$ cat src/rtl/linked_fifo_pop_sched.sv
// linked_fifo_pop_sched
// Pop-side scheduler for the shared-RAM linked_fifo. It tracks per-queue
// occupancy by snooping accepted pushes and holds per-queue downstream
// credits. Each cycle it grants one eligible queue in round-robin order and
// drives pop/pop_fifo. The popped word comes back tagged with its queue id
// after the fifo read latency.
//
// Ports:
//   clk, rst          clock (rising edge), synchronous active-high reset
//   en                scheduling enable; in-flight pops still complete
//   snoop_push(_fifo) push accepted by the fifo and its queue
//   credit_ret/qid    downstream credit return and its queue
//   fifo_q            fifo read data
//   pop, pop_fifo     registered pop request and queue select to the fifo
//   out_valid/queue/data  one-cycle pulse with the popped word and its queue
//   error             sticky consistency error
//
// Optional feature: define LINKED_FIFO_SCHED_CHECK_EN to enable the overflow
// and credit-overrun checks driving error; otherwise error is tied low.
module linked_fifo_pop_sched #(
  parameter int QUEUES    = 8,
  parameter int QID_W     = 3,
  parameter int WIDTH     = 8,
  parameter int CNT_W     = 7,
  parameter int CREDITS   = 4,
  parameter int CRD_W     = 3,
  parameter int Q_LATENCY = 1
) (
  input  logic             clk,
  input  logic             rst,
  input  logic             en,
  input  logic             snoop_push,
  input  logic [QID_W-1:0] snoop_push_fifo,
  input  logic             credit_ret,
  input  logic [QID_W-1:0] credit_qid,
  input  logic [WIDTH-1:0] fifo_q,
  output logic             pop,
  output logic [QID_W-1:0] pop_fifo,
  output logic             out_valid,
  output logic [QID_W-1:0] out_queue,
  output logic [WIDTH-1:0] out_data,
  output logic             error
);

  localparam logic [CRD_W-1:0] CRD_MAX = CRD_W'(CREDITS);

  logic [CNT_W-1:0] occ_r [QUEUES];
  logic [CRD_W-1:0] crd_r [QUEUES];
  logic [QID_W-1:0] last_r;
  logic [QID_W:0]   dly_r [Q_LATENCY];

  logic [QUEUES-1:0] elig_s;
  logic [QUEUES-1:0] dec_s;
  logic [QUEUES-1:0] inc_s;
  logic [QUEUES-1:0] ret_s;
  logic              grant_s;
  logic [QID_W-1:0]  grant_q_s;
  logic [QID_W-1:0]  idx_s;

  // Per-queue eligibility and decoded push/credit/grant events.
  always_comb begin
    for (int i = 0; i < QUEUES; i++) begin
      elig_s[i] = en && (occ_r[i] != {CNT_W{1'b0}}) && (crd_r[i] != {CRD_W{1'b0}});
      inc_s[i]  = snoop_push && (snoop_push_fifo == QID_W'(i));
      ret_s[i]  = credit_ret && (credit_qid == QID_W'(i));
      dec_s[i]  = grant_s && (grant_q_s == QID_W'(i));
    end
  end

  // Round-robin search starting just after the last granted queue; the final
  // iteration (offset QUEUES) wraps back onto last_r itself.
  always_comb begin
    grant_s   = 1'b0;
    grant_q_s = last_r;
    idx_s     = last_r;
    for (int i = 1; i <= QUEUES; i++) begin
      idx_s = last_r + QID_W'(i);
      if (!grant_s && elig_s[idx_s]) begin
        grant_s   = 1'b1;
        grant_q_s = idx_s;
      end else begin
        grant_s   = grant_s;
      end
    end
  end

  // Occupancy/credit counters, RR pointer and the registered pop request.
  always_ff @(posedge clk) begin
    if (rst) begin
      for (int i = 0; i < QUEUES; i++) begin
        occ_r[i] <= {CNT_W{1'b0}};
        crd_r[i] <= CRD_MAX;
      end
      last_r   <= QID_W'(QUEUES - 1);
      pop      <= 1'b0;
      pop_fifo <= {QID_W{1'b0}};
    end else begin
      for (int i = 0; i < QUEUES; i++) begin
        // A grant and a push on the same queue cancel each other.
        case ({inc_s[i], dec_s[i]})
          2'b10:   occ_r[i] <= occ_r[i] + CNT_W'(1);
          2'b01:   occ_r[i] <= occ_r[i] - CNT_W'(1);
          default: occ_r[i] <= occ_r[i];
        endcase
        // Credit returns saturate at CREDITS; grant + return cancel.
        case ({ret_s[i], dec_s[i]})
          2'b10: begin
            if (crd_r[i] != CRD_MAX) begin
              crd_r[i] <= crd_r[i] + CRD_W'(1);
            end else begin
              crd_r[i] <= crd_r[i];
            end
          end
          2'b01:   crd_r[i] <= crd_r[i] - CRD_W'(1);
          default: crd_r[i] <= crd_r[i];
        endcase
      end
      pop <= grant_s;
      if (grant_s) begin
        last_r   <= grant_q_s;
        pop_fifo <= grant_q_s;
      end else begin
        last_r   <= last_r;
        pop_fifo <= pop_fifo;
      end
    end
  end

  // Delay line matching the fifo read latency; carries {pop, pop_fifo}.
  always_ff @(posedge clk) begin
    if (rst) begin
      for (int i = 0; i < Q_LATENCY; i++) begin
        dly_r[i] <= {(QID_W + 1){1'b0}};
      end
    end else begin
      dly_r[0] <= {pop, pop_fifo};
      for (int i = 1; i < Q_LATENCY; i++) begin
        dly_r[i] <= dly_r[i-1];
      end
    end
  end

  // Capture the returned word when the delayed pop emerges.
  always_ff @(posedge clk) begin
    if (rst) begin
      out_valid <= 1'b0;
      out_queue <= {QID_W{1'b0}};
      out_data  <= {WIDTH{1'b0}};
    end else if (dly_r[Q_LATENCY-1][QID_W]) begin
      out_valid <= 1'b1;
      out_queue <= dly_r[Q_LATENCY-1][QID_W-1:0];
      out_data  <= fifo_q;
    end else begin
      out_valid <= 1'b0;
      out_queue <= out_queue;
      out_data  <= out_data;
    end
  end

`ifdef LINKED_FIFO_SCHED_CHECK_EN
  logic err_set_s;

  // Push into a full counter or credit return beyond CREDITS. A delay-line
  // word meeting reset cannot be seen here: reset clears both in one edge.
  always_comb begin
    err_set_s = 1'b0;
    for (int i = 0; i < QUEUES; i++) begin
      if ((inc_s[i] && (occ_r[i] == {CNT_W{1'b1}})) ||
          (ret_s[i] && (crd_r[i] == CRD_MAX))) begin
        err_set_s = 1'b1;
      end else begin
        err_set_s = err_set_s;
      end
    end
  end

  // Sticky error flag, cleared only by reset.
  always_ff @(posedge clk) begin
    if (rst) begin
      error <= 1'b0;
    end else if (err_set_s) begin
      error <= 1'b1;
    end else begin
      error <= error;
    end
  end
`else
  assign error = 1'b0;
`endif

endmodule
$ cat config.mk
export PLATFORM = sky130hd
export DESIGN_NAME = linked_fifo_pop_sched
export DESIGN_NICKNAME = d
export VERILOG_FILES = /design/src/rtl/linked_fifo_pop_sched.sv
export SDC_FILE = /design/constraint.sdc
export NUM_CORES = 1
export LEC_CHECK = 0
export BUFFER_PORTS_ARGS = -buffer_cell sky130_fd_sc_hd__buf_2
export CAP_MARGIN = 20
export CORE_MARGIN = 2
export CORE_UTILIZATION = 40
export CTS_CLUSTER_DIAMETER = 60
export DETAILED_ROUTE_END_ITERATION = 8
export PLACE_DENSITY_LB_ADDON = 0.3
export SETUP_SLACK_MARGIN = 0.3
export SYNTH_ARGS = -nofsm -noshare
export SYNTH_HDL_FRONTEND = slang
export SYNTH_SLANG_ARGS = --single-unit
$ cat constraint.sdc
create_clock -name clk -period 5.1 [get_ports clk]
set_input_delay 1.02 -clock clk [delete_from_list [all_inputs] [get_ports clk]]
set_output_delay 1.02 -clock clk [all_outputs]
set_load 0.01 [all_outputs]
==> results.md <==
* Fin Setup TNS at 0 ns
* Synth Flop Type: edfxtp_1
* Slew margin rel. at 54.9%
* Setup repair after global routing missed its margin: true
* Critical path arrival at 4.90 ns
* Syn Nets at 925
* Worst-path clk slew at 0.08 ns
* Die footprint at 20600 µm²
* Detailed-route via count at 6638
* Max frequency at 0.209 GHz
* ANT cells at 0
* Design Area, Final at 10500 µm²
* Post-synth ARST share at 0%
* Antenna Nets Post-Route at 0
* Worst setup EP type: flop
* Reg2reg start: occ_r[1][8]$_DFFE_PP_
* Worst-Margin Slew at 0.672 ns
* Routed length per instance at 14.6 µm
* Initial Util at 40.4%
* Vias in the first global route at 6105
* Initial antenna violation count at 0
* Worst-path fanout max at 5
* Vert. Die Dim at 144 µm
* Clock latency on the worst-skew pair at 0.36 ns
* Synth Area in XOR/XNOR at 6.06%
* Post-synth cell types at 74
* Final Max Tran Viols at 0
* Hold Violations, Final at 0
* Mux contribution to synthesized area at 2.23%
* #FFs+latches synth at 103
* YS warnings at 0
* CP required at 5.21 ns
* R2r setup slk at 0.37 ns
* Initial DRC count at 364
* Post-synthesis adder-cell area fraction at 15.5%
* EDFF count, synth at 80
* Wire length after detailed routing at 18.8 mm
* Status: complete, no violations
* Total global-route track usage at 18.1%
* Synth Area in Compound Gates at 15.8%
* Final GP Congestion at 0.933
* CTS tree: built
* Crit path launch type: input pin
* Depth of the CTS H-tree at 3
* Register area share after synthesis at 36.7%
* Final net count at 1122
* Setup CP Type: in2reg
* Syn Area/Cell at 9.54 µm²
* Drc violations at 0
* Drt first pass iters at 5
* Multi-input logic area at 5270 µm²
* Worst Hold Depth at 2
* TritonCTS Buffers at 9
* Clock Path Buffers at 2
* Setup violators final at 0
* R2r endpoint: occ_r[1][27]$_SDFFCE_PP0P_
* Largest family of logic cells by synthesized area: simple AND/OR/NAND/NOR gates
* Simple-Gate Fraction of Synth Area at 20.1%
* Final period util at 93.9%
* Layout cells sized above 1 at 34.6%
* Reg area at 2860 µm²
* Util after Layout at 54.1%
* Worst Hold End: out_queue[2]$_SDFFE_PP0P_
* Period minus WS final at 4.79 ns
* Routed vias/inst at 5.17
* Cells after synthesis at 818
* Area grow syn2layout at 33.9%
* Filler Cell Count at 1686
* Mapped Area at 7810 µm²
* Global route total overflow at 0
* Min-delay src: dly_r[0][2]$_SDFF_PP0_
* Wire length of the first global-routing pass at 29.5 mm
* Worst reg-to-reg path cell count at 22
* CTS root buf: clkbuf_16
* Clock Skew at 0.0115 ns
* Die width at 144 µm
* HP Class: reg2reg
* Area of the core at 19300 µm²
* Cell Rows at 51
* Io pins at 36
* DP Area at 9350 µm²
* # port buffers at 34
* HPWL Detailed at 14.0 mm
* Max cap viols at 0
* Largest net degree at the start of global routing at 30
* Clock sinks at 103
==> synth_stat cells (5+ instances only) <==
library cell | number | share of area [%]
xor2_1 | 11 | 1.2
buf_1 | 6 | 0.29
nand3_1 | 29 | 1.9
nor2b_1 | 27 | 2.2
and2_1 | 9 | 0.72
dfxtp_1 | 23 | 5.9
nand2_1 | 44 | 2.1
a21oi_1 | 43 | 2.8
xnor2_1 | 43 | 4.8
nand2b_1 | 8 | 0.64
o21ai_0 | 30 | 1.9
a211oi_1 | 15 | 1.4
mux2i_1 | 14 | 1.8
o31ai_1 | 5 | 0.48
fa_1 | 14 | 3.6
inv_1 | 54 | 2.6
buf_2 | 5 | 0.32
and3_2 | 5 | 0.48
nor3_1 | 48 | 3.1
edfxtp_1 | 80 | 31
clkbuf_1 | 6 | 0.29
o22ai_1 | 5 | 0.40
a21oi_2 | 6 | 0.67
ha_1 | 74 | 12
nor2_1 | 104 | 5.0
a21o_1 | 25 | 2.4
==> metrics by stage <==
step	hold slack, ns	setup slack, ns	std cells
2_1_floorplan	0.441	0.264	818
3_3_place_gp	0.446	-0.239	1240
3_5_place_dp	0.452	-0.245	1240
4_1_cts	0.467	0.297	1261
5_1_grt	0.491	0.119	1285
6_report	0.464	0.309	1285
==> worst max path at each step <==
stage          slack, ns                          to  startpoint
5_1_grt             0.12  occ_r[1][26]$_SDFFCE_PP0P_          en
4_1_cts             0.30  occ_r[0][27]$_SDFFCE_PP0P_          en
3_5_place_dp       -0.25  occ_r[1][27]$_SDFFCE_PP0P_          en
2_1_floorplan       0.26   occ_r[0][6]$_SDFFCE_PP0P_          en
6_report            0.31  occ_r[1][26]$_SDFFCE_PP0P_          en
3_3_place_gp       -0.24  occ_r[1][27]$_SDFFCE_PP0P_          en
==> cells in the final DEF, fill, tap and decap left out, types with 5 or more instances in the layout <==
cell type  count
nor2b_4        5
fa_1          12
xnor2_1       43
ha_4          12
nor4_4         5
a211oi_1       6
dfxtp_1       23
a211oi_2       8
ha_1          60
nor3_2        14
edfxtp_1      80
nor3_4         5
inv_2          6
buf_2         33
nor2_1       103
nand3_1       29
o21ai_1        6
nand2_1       39
o31ai_1        5
a21oi_2       22
nor2b_1       20
nor3_1        31
a21oi_1       23
inv_1         49
mux2i_1       14
nand2b_1       6
a21o_1        25
xor2_1        11
and2_1         7
a21oi_4        5
clkbuf_16     10
buf_4        165
o21ai_0       26
==> per-layer routing <==
layer  track usage [%]  up-vias  share of wire, %
li1                  -     3360                 -
met1              25.0     3112                47
met2              29.2      142                46
met3              2.80       24               4.2
met4              5.93        0               2.3
met5                 0        -                 0
==> critical path, cell delays in order <==
cell      delay (ns)
buf_8           0.08
buf_6           0.12
nand2b_4        0.07
a211oi_2        0.20
o21ai_1         0.10
buf_4           0.16
a21oi_4         0.13
and3b_2         0.24
or3_4           0.41
a221oi_4        0.35
a21o_1          0.25
buf_6           0.13
and3_4          0.20
ha_4            0.14
nor2b_4         0.23
ha_4            0.23
a21o_1          0.15
a21o_1          0.18
a21oi_2         0.15
nor2_1          0.06
nor2_1          0.12
xor2_1          0.15
nor2_1          0.05
==> sequential cells by signal, indices dropped and copies added (netlist names) <==
name and cells:
crd_r 24, dly_r 4, last_r 3, occ_r 56, out_data 8, out_queue 3
out_valid 1, pop 1, pop_fifo 3
==> cell type report <==
type                    count  share of cell area (%)
clock buffers              10                    2.39
well taps                 265                    3.17
repair buffers            204                    14.2
clock inverters             6                   0.527
inverters                  55                    1.97
flip-flops and latches    103                    27.4
multi-input cells         642                    50.4
==> logic make-up (layout without fill, tap and decap cells) <==
family | after synthesis | in the layout
AOI/OAI and AO/OA | 177 | 177
xor gates and xnor gates | 54 | 54
adders and majority gates | 88 | 88
buffers and inverters | 73 | 275
DFF | 103 | 103
muxes | 17 | 17
other | 1 | 1
and+or+nand+nor | 305 | 305
==> what timing repair did <==
action,CTS,global route
resized for setup,32,92
buffers inserted,5,24
setup endpoints to repair,18,29
pin swaps,12,61
hold buffers,0,0
Power is left out: the tool's default activity adds up to more than one toggle a clock period on the data nets, which glitch-free logic cannot reach.
